**src/rtl/sseg_display_arbiter.sv**
```systemverilog
// Purpose: shares a 4-digit seven-segment display between requesters A and B with min-dwell / max-hold rotation.
// Latency: req to gnt in 1 clock; owner data to hex registers in 1 clock (first-cycle load on grant).
// Backpressure: none; requests are levels held by the requesters, grants are the only handshake.
module sseg_display_arbiter #(
    parameter int unsigned TICK_DIV    = 100000,
    parameter int unsigned TICK_WIDTH  = 17,
    parameter int unsigned DWELL_WIDTH = 12,
    parameter int unsigned MIN_DWELL   = 500,
    parameter int unsigned MAX_HOLD    = 2000
) (
    input  logic        clk,
    input  logic        reset,
    input  logic        req_a,
    input  logic [15:0] data_a,
    input  logic        req_b,
    input  logic [15:0] data_b,
    output logic        gnt_a,
    output logic        gnt_b,
    output logic [3:0]  hex0,
    output logic [3:0]  hex1,
    output logic [3:0]  hex2,
    output logic [3:0]  hex3,
    output logic        disp_en
);

    typedef enum logic [1:0] {
        ST_IDLE  = 2'd0,
        ST_OWN_A = 2'd1,
        ST_OWN_B = 2'd2
    } state_t;

    localparam logic [TICK_WIDTH-1:0]  TICK_LAST = TICK_WIDTH'(TICK_DIV - 1);
    localparam logic [DWELL_WIDTH-1:0] DWELL_MIN = DWELL_WIDTH'(MIN_DWELL);
    localparam logic [DWELL_WIDTH-1:0] DWELL_MAX = DWELL_WIDTH'(MAX_HOLD);

    state_t                  state_q, state_d;
    logic [TICK_WIDTH-1:0]   presc_q, presc_d;
    logic [DWELL_WIDTH-1:0]  dwell_q, dwell_d;
    logic                    last_b_q, last_b_d;   // 1: B was served last, so A wins the next tie
    logic                    fresh_q, fresh_d;     // first cycle of a new ownership
    logic [15:0]             hex_q, hex_d;
    logic                    tick;

    logic                    own_req;
    logic                    oth_req;
    logic [15:0]             own_data;
    state_t                  oth_state;

    // Free-running prescaler; never disturbed by grant changes.
    always_comb begin
        tick    = (presc_q == TICK_LAST);
        presc_d = tick ? '0 : presc_q + 1'b1;
    end

    // View of the current owner and its competitor, so both OWN states share one release rule.
    always_comb begin
        own_req   = req_a;
        oth_req   = req_b;
        own_data  = data_a;
        oth_state = ST_OWN_B;
        if (state_q == ST_OWN_B) begin
            own_req   = req_b;
            oth_req   = req_a;
            own_data  = data_b;
            oth_state = ST_OWN_A;
        end
    end

    // Next-state, dwell, fairness and display-data logic.
    always_comb begin
        state_d  = state_q;
        dwell_d  = dwell_q;
        last_b_d = last_b_q;
        fresh_d  = 1'b0;
        hex_d    = hex_q;

        case (state_q)
            ST_IDLE: begin
                hex_d   = '0;
                dwell_d = '0;
                if (req_a && (!req_b || last_b_q)) begin
                    state_d  = ST_OWN_A;
                    last_b_d = 1'b0;
                    fresh_d  = 1'b1;
                end else if (req_b) begin
                    state_d  = ST_OWN_B;
                    last_b_d = 1'b1;
                    fresh_d  = 1'b1;
                end
            end

            ST_OWN_A, ST_OWN_B: begin
                // Saturating dwell so a lone long-term owner never wraps back under MIN_DWELL.
                if (tick && (dwell_q < DWELL_MAX)) begin
                    dwell_d = dwell_q + 1'b1;
                end
                // Live update while requesting; always load once on entry so the new owner shows.
                if (own_req || fresh_q) begin
                    hex_d = own_data;
                end

                if (!own_req && (dwell_q >= DWELL_MIN)) begin
                    if (oth_req) begin
                        state_d  = oth_state;
                        dwell_d  = '0;
                        last_b_d = (oth_state == ST_OWN_B);
                        fresh_d  = 1'b1;
                    end else begin
                        state_d = ST_IDLE;
                        dwell_d = '0;
                        hex_d   = '0;
                    end
                end else if (own_req && oth_req && (dwell_q >= DWELL_MAX)) begin
                    state_d  = oth_state;
                    dwell_d  = '0;
                    last_b_d = (oth_state == ST_OWN_B);
                    fresh_d  = 1'b1;
                end
            end

            default: begin
                state_d = ST_IDLE;
                dwell_d = '0;
                hex_d   = '0;
            end
        endcase
    end

    // State and datapath registers; reset drops ownership immediately with no handover.
    always_ff @(posedge clk or negedge reset) begin
        if (!reset) begin
            state_q  <= ST_IDLE;
            presc_q  <= '0;
            dwell_q  <= '0;
            last_b_q <= 1'b1;
            fresh_q  <= 1'b0;
            hex_q    <= '0;
        end else begin
            state_q  <= state_d;
            presc_q  <= presc_d;
            dwell_q  <= dwell_d;
            last_b_q <= last_b_d;
            fresh_q  <= fresh_d;
            hex_q    <= hex_d;
        end
    end

    assign gnt_a   = (state_q == ST_OWN_A);
    assign gnt_b   = (state_q == ST_OWN_B);
    assign disp_en = gnt_a | gnt_b;
    assign hex0    = hex_q[3:0];
    assign hex1    = hex_q[7:4];
    assign hex2    = hex_q[11:8];
    assign hex3    = hex_q[15:12];

endmodule

```
**config.mk**
```make
export PLATFORM = sky130hd
export DESIGN_NAME = sseg_display_arbiter
export DESIGN_NICKNAME = d
export VERILOG_FILES = /design/src/rtl/sseg_display_arbiter.sv
export SDC_FILE = /design/constraint.sdc
export NUM_CORES = 1
export LEC_CHECK = 0
export CAP_MARGIN = 20
export CORE_AREA = 3 3 89 74
export DETAILED_ROUTE_END_ITERATION = 12
export DIE_AREA = 0 0 92 77
export PLACE_DENSITY = 0.73
export SETUP_SLACK_MARGIN = 0.5
export SLEW_MARGIN = 20
export SYNTH_ARGS = -nofsm -noshare
export SYNTH_HDL_FRONTEND = slang
export SYNTH_SLANG_ARGS = --single-unit
export TNS_END_PERCENT = 1
```
**constraint.sdc**
```tcl
create_clock -name clk -period 1.9 [get_ports clk]
set_clock_uncertainty 0.05 [all_clocks]
set_input_delay 0.475 -clock clk [delete_from_list [all_inputs] [get_ports clk]]
set_output_delay 0.475 -clock clk [all_outputs]
set_load 0.05 [all_outputs]
```
# Yosys cells after proc, flatten, opt, wreduce, memory -nomap -nowiden
# Index checks and enable logic that the tools add are counted.
[totals]
ff_bits = 49
inputBits = 36
out_inout_bits = 19
word_cells = 65
[op_classes]
addsub = 2
n_lt_le_gt_ge = 3
n_eq_ne = 8
n_mux = 31
bitwise = 1
n_reduce_logical = 14
[ops]
columns = ["operator", "count"]
rows = [
  ["$mux 16", 5],
  ["$mux 12", 4],
  ["$add 17x1->17 const B", 1],
  ["$eq 17x17->1 const B", 1],
  ["$mux 17", 1],
  ["$add 12x1->12 const B", 1],
  ["$ge 12x11->1 const B", 1],
  ["$ge 12x9->1 const B", 1],
  ["$lt 12x11->1 const B", 1],
  ["$mux 1", 12],
  ["$mux 2", 6],
  ["$ne 3x3->1 const B", 3],
  ["$logic_and 1x1->1", 5],
  ["$eq 2x2->1 const B", 2],
  ["$ne 4x4->1 const B", 1],
  ["$pmux 1 s2", 2],
  ["$pmux 2 s2", 1],
  ["$reduce_and 4->1", 1],
  ["$eq 2x1->1 const B", 1],
  ["$logic_not 1->1", 2],
  ["$logic_not 2->1", 1],
  ["$logic_or 1x1->1", 2],
  ["$reduce_and 2->1", 1],
  ["$reduce_bool 2->1", 1],
  ["2 further kinds", 2],
]

# Depth between registers and ports, before layout
[depth]
word_depth = 7
ltp_mapped = 8
mapped_depth_nobuf = 6

# Worst setup path before layout
# OpenSTA, ideal clock, no wires.
[synth_timing]
path_type = "flip-flop to flip-flop"
startpoint = "reg state_q[0]"
endpoint = "reg hex_q[10]"
setup_time_ns = 0.094
t_arrival_ns = 2.095
required_ns = 1.756
path_slack_ns = -0.339
stages_incl_launch_ff = 7
n_path_buf = 2
period_less_slack_ns = 2.239
path_cell_list = "dfrtp_1 > inv_1 > ha_1 > buf_2 > clkbuf_1 > mux2i_1 > a211oi_1"
[synth_between]
elab_chain_cells = 7
elab_cells_between_ends = 13
cone_classes = "eq/ne: 2; mux: 7; reduce/logical: 4"
[synth_lines]
columns = ["element", "line", "rtl"]
rows = [
  ["from (decl)", "36", "state_t state_q, state_d;"],
  ["from (signal assigned)", "139", "state_q <= state_d;"],
  ["$eq 2x2->1 (*)", "-", ""],
  ["net gnt_b", "18", "output logic gnt_b,"],
  ["$mux 1", "61", "if (state_q == ST_OWN_B) begin"],
  ["$logic_or 1x1->1", "98", "if (own_req || fresh_q) begin"],
  ["$mux 16", "98", ""],
  ["$mux 16", "103", "if (oth_req) begin"],
  ["$mux 16", "102", "if (!own_req && (dwell_q >= DWELL_MIN)) begin"],
  ["$mux 16 (*)", "77", "case (state_q)"],
  ["net hex_d[10]", "41", "logic [15:0] hex_q, hex_d;"],
  ["to (signal assigned)", "137", "hex_q <= '0;"],
  ["to (signal assigned)", "144", "hex_q <= hex_d;"],
  ["to (decl)", "41", ""],
]
# Mark *: on every way through the listed nets, which the timed path passes. The rest lies on a longest branch.
# A chain may end at the register's enable or synchronous reset.

# Final worst setup path
[layout_timing]
startpoint = "reg dwell_q[3]"
endpoint = "reg last_b_q"
[layout_between]
elab_chain_cells = 4
elab_cells_between_ends = 9
cone_classes = "order compare: 2; eq/ne: 2; mux: 2; reduce/logical: 3"
[layout_lines]
columns = ["element", "line", "rtl"]
rows = [
  ["from (decl)", "38", "logic [DWELL_WIDTH-1:0] dwell_q, dwell_d;"],
  ["from (signal assigned)", "141", "dwell_q <= dwell_d;"],
  ["$ge 12x9->1 or $ge 12x11->1 (tied branches)", "102, 113", ""],
  ["$logic_and 1x1->1, on equally long branches", "102, 113", ""],
  ["$ne 3x3->1 (no source line) or $mux 1 (tied branches)", "-", ""],
  ["$reduce_and 4->1 (no source line) or $pmux 1 s2 (tied branches)", "-", ""],
  ["to (signal assigned)", "142", "last_b_q <= last_b_d;"],
  ["to (decl)", "39", "logic last_b_q, last_b_d;"],
]
# Parallel ways exist; a longest one is shown, timed or not.

==> flow_metrics.tcl <==
set metrics [dict create \
    globalRouteTotalUtil_pct 17.5 \
    diodes 0 \
    post_synth_num_cell_types 38 \
    finalMaxSlewViolations 0 \
    mostFrequentLayoutCell "dfrtp_1" \
    basic_gate_share_of_the_synthesized_area_counting_and_or_nand_and_nor_cells_pct 20.3 \
    port_buffers 54 \
    hold_buffers 0 \
    synth-seq-cells 49 \
    fillerInstances 448 \
    violated_checks "setup timing" \
    core_area_mm2 0.00582 \
    synth-seq-area-share_pct 47.7 \
    wl_per_cell_um 14.3 \
    place.gp.congestion 0.882 \
    vdd_drop_max_uv 754 \
    initial_core_util_pct 44.2 \
    final_min_period_over_clock_period_pct 100 \
    ys_dominant_reg_cell "dfrtp_1" \
    crit_chain "o211a_1, a2111o_1, nor4b_2, a311oi_2, mux2i_1" \
    first_global_vias 2109 \
    timing.final.hold_violations 0 \
    slew-limit-headroom_pct 75.0 \
    detailroute.via_count 2149 \
    outcome "finished with violations" \
    synth_adder_area_share_pct 3.41 \
    compound_cell_area_share_of_the_yosys_netlist_pct 9.25 \
    p_leak_nw 1.64 \
    timing.hold.worst.class "in -> async" \
    critical_path_arrival_ps 2090 \
    totalWireLength_um 5970 \
    synth.mux.area_fraction_pct 7.79 \
    ant_nets 0 \
    dr.pass1.iters 4 \
    cts_buffer_depth 2 \
    setup.worst_path.start_class "register" \
    numPlacedInstances 409 \
    design_area_mm2 0.00388 \
    grt_antenna_before_repair 0 \
    cts_inserted_buffers 5 \
    first_pass_grt_wire_length_um 10000 \
    maxCapViolCount 0 \
    io-pin-count 55 \
    synthesis.nets 302 \
    synthesized_instance_count 259 \
    overflow 0 \
    synth_top_family_by_area "simple AND/OR/NAND/NOR gates" \
    cts_tree "done" \
    period_minus_slack_ps 1910 \
    cp_max_fanout 5 \
    post_cts.repair.setup_buffers 0 \
    yosysWarningCount 0 \
    vias_per_cell 5.15 \
    htree_num_levels 2 \
    critPathSlowestCell "a2111o_1" \
    yosys.area_share.xor_xnor_pct 8.18 \
    final_layout_size_suffix_gt1_share_pct 31.8 \
    final_setup_violation_count 1 \
    whs_ps 33.2 \
    maxClockFrequency_ghz 0.524 \
    instance_area_after_placement_mm2 0.00341 \
    flow.area_growth_from_synthesis_pct 50.9 \
    clkLatencyLatePin_ps 300 \
    drtIter0Drc 80 \
    worst_pin_slew_ps 372 \
    powerDensity_mw_per_mm2 1220 \
    post-route-drc-count 0 \
    clock-sinks 49 \
    die_ar_mm2 0.00708 \
    fp.dieW_um 92 \
    netlist_area_mm2 0.00257 \
    clock_tree.root_cell "clkbuf_8" \
    slowest_delay_ps 440 \
    final_cells 417 \
    post_syn_area_per_cell_um2 9.93 \
    unrepaired_setup_endpoints_after_global_routing "true" \
    die_h_um 77 \
    crit_path_end_kind "register" \
    detailedPlacementHpwl_um 4180 \
    synth_edf_count 0 \
    asyncSetResetFlopFracSynth_pct 100 \
    final_cell_mix "dfrtp_1, clkdlybuf4s50_1, nor2_1, buf_6, mux2i_1" \
    path_clk_slew_ps 90 \
    post-route-worst-setup-slack_ps -9.27 \
    placementRows 25 \
    setup.worst_path.class "reg -> reg" \
    timing.critical_path.required_ps 2080 \
    finalNetCount 378 \
    pin_count_of_the_biggest_net_entering_global_routing 35 \
]
-- worst paths after layout --
path                              from           to  slack (ps)  depth (start not counted)
max in group asynchronous        reset   presc_q[7]        1260                          2
setup reg to reg            dwell_q[3]     last_b_q          -9                          5
min in group clk           presc_q[14]  presc_q[14]         470                          1
hold / removal                   reset  dwell_q[11]          30                          1
hold reg to reg            presc_q[14]  presc_q[14]         470                          1
setup / recovery            dwell_q[3]     last_b_q          -9                          5
-- final cells by class --
cell class	count	area, µm²	area share [%]
clock buffers	7	86.3	2.22
well taps	81	101	2.61
repair buffers	81	857	22.1
multi-input cells	190	1550	39.9
clock inverters	1	30.0	0.774
flip-flops and latches	49	1230	31.7
inverters	8	30.0	0.774
-- through the flow --
stage / worst slack [ps] / TNS [ps] / power [mW] / utilization (%)
3_5_place_dp: -138 / -2170 / 3.72 / 58.7
2_1_floorplan: 97.4 / 0 / 2.92 / -
6_report: -9.27 / -9.27 / 4.73 / 66.7
3_3_place_gp: -119 / -1720 / 3.69 / 58.7
5_1_grt: -101 / -842 / 4.99 / 66.7
4_1_cts: -4.43 / -4.43 / 4.66 / 64.2
-- state kept, by name, indices dropped and copies added (netlist names) --
name,count
fresh_q,1
presc_q,17
hex_q,16
dwell_q,12
last_b_q,1
state_q,2
-- routing by layer --
metal	vias to the layer above	part of all wire, %	GRT usage [%]
met5	-	0	0
met4	0	1.4	4.90
li1	1059	-	-
met1	1048	44	22.6
met3	7	3.1	3.63
met2	35	52	29.8
-- cell families after synthesis --
logic type / Yosys count
simple gates: 107
flops: 49
mux: 20
xor+xnor: 24
compound gates: 32
buf+inv: 20
fa+ha+maj: 7
-- Yosys cell counts, types with 2 or more instances --
library cell | count | area, µm²
nor4_1 | 9 | 56.3
clkbuf_1 | 8 | 30.0
mux2i_1 | 20 | 200
nand2_1 | 17 | 63.8
a21oi_1 | 3 | 15.0
nand3_1 | 12 | 60.1
o21ai_0 | 5 | 25.0
nor3_1 | 3 | 15.0
and3_1 | 3 | 18.8
inv_1 | 8 | 30.0
xor2_1 | 8 | 70.1
nor2_1 | 43 | 161
and2_1 | 2 | 12.5
nor2b_1 | 2 | 12.5
a211oi_1 | 16 | 120
ha_1 | 7 | 87.6
nand4_1 | 6 | 37.5
buf_2 | 2 | 10.0
dfrtp_1 | 48 | 1200
nand2b_1 | 3 | 18.8
nor4bb_1 | 2 | 20.0
xnor2_1 | 16 | 140
-- power breakdown --
| group | internal [mW] | switching [mW] |
|---|---|---|
| Clock | 0.429 | 0.330 |
| Combinational | 1.10 | 1.52 |
| Sequential | 1.22 | 0.133 |
| Total | 2.75 | 1.98 |
-- worst max-delay path, delay by kind of cell (launching register included) --
family | cells | cell delay [ps]
AO/OA/AOI/OAI | 3 | 980
AND/OR/NAND/NOR | 1 | 190
multiplexers | 1 | 240
flip-flops | 1 | 380
-- what timing repair did --
action / 4_1_cts / 5_1_grt
pin swaps: 34 / 25
endpoints found under the setup margin: 65 / 65
resized for setup: 55 / 29
No activity file was read; power rests on OpenSTA's default activity.
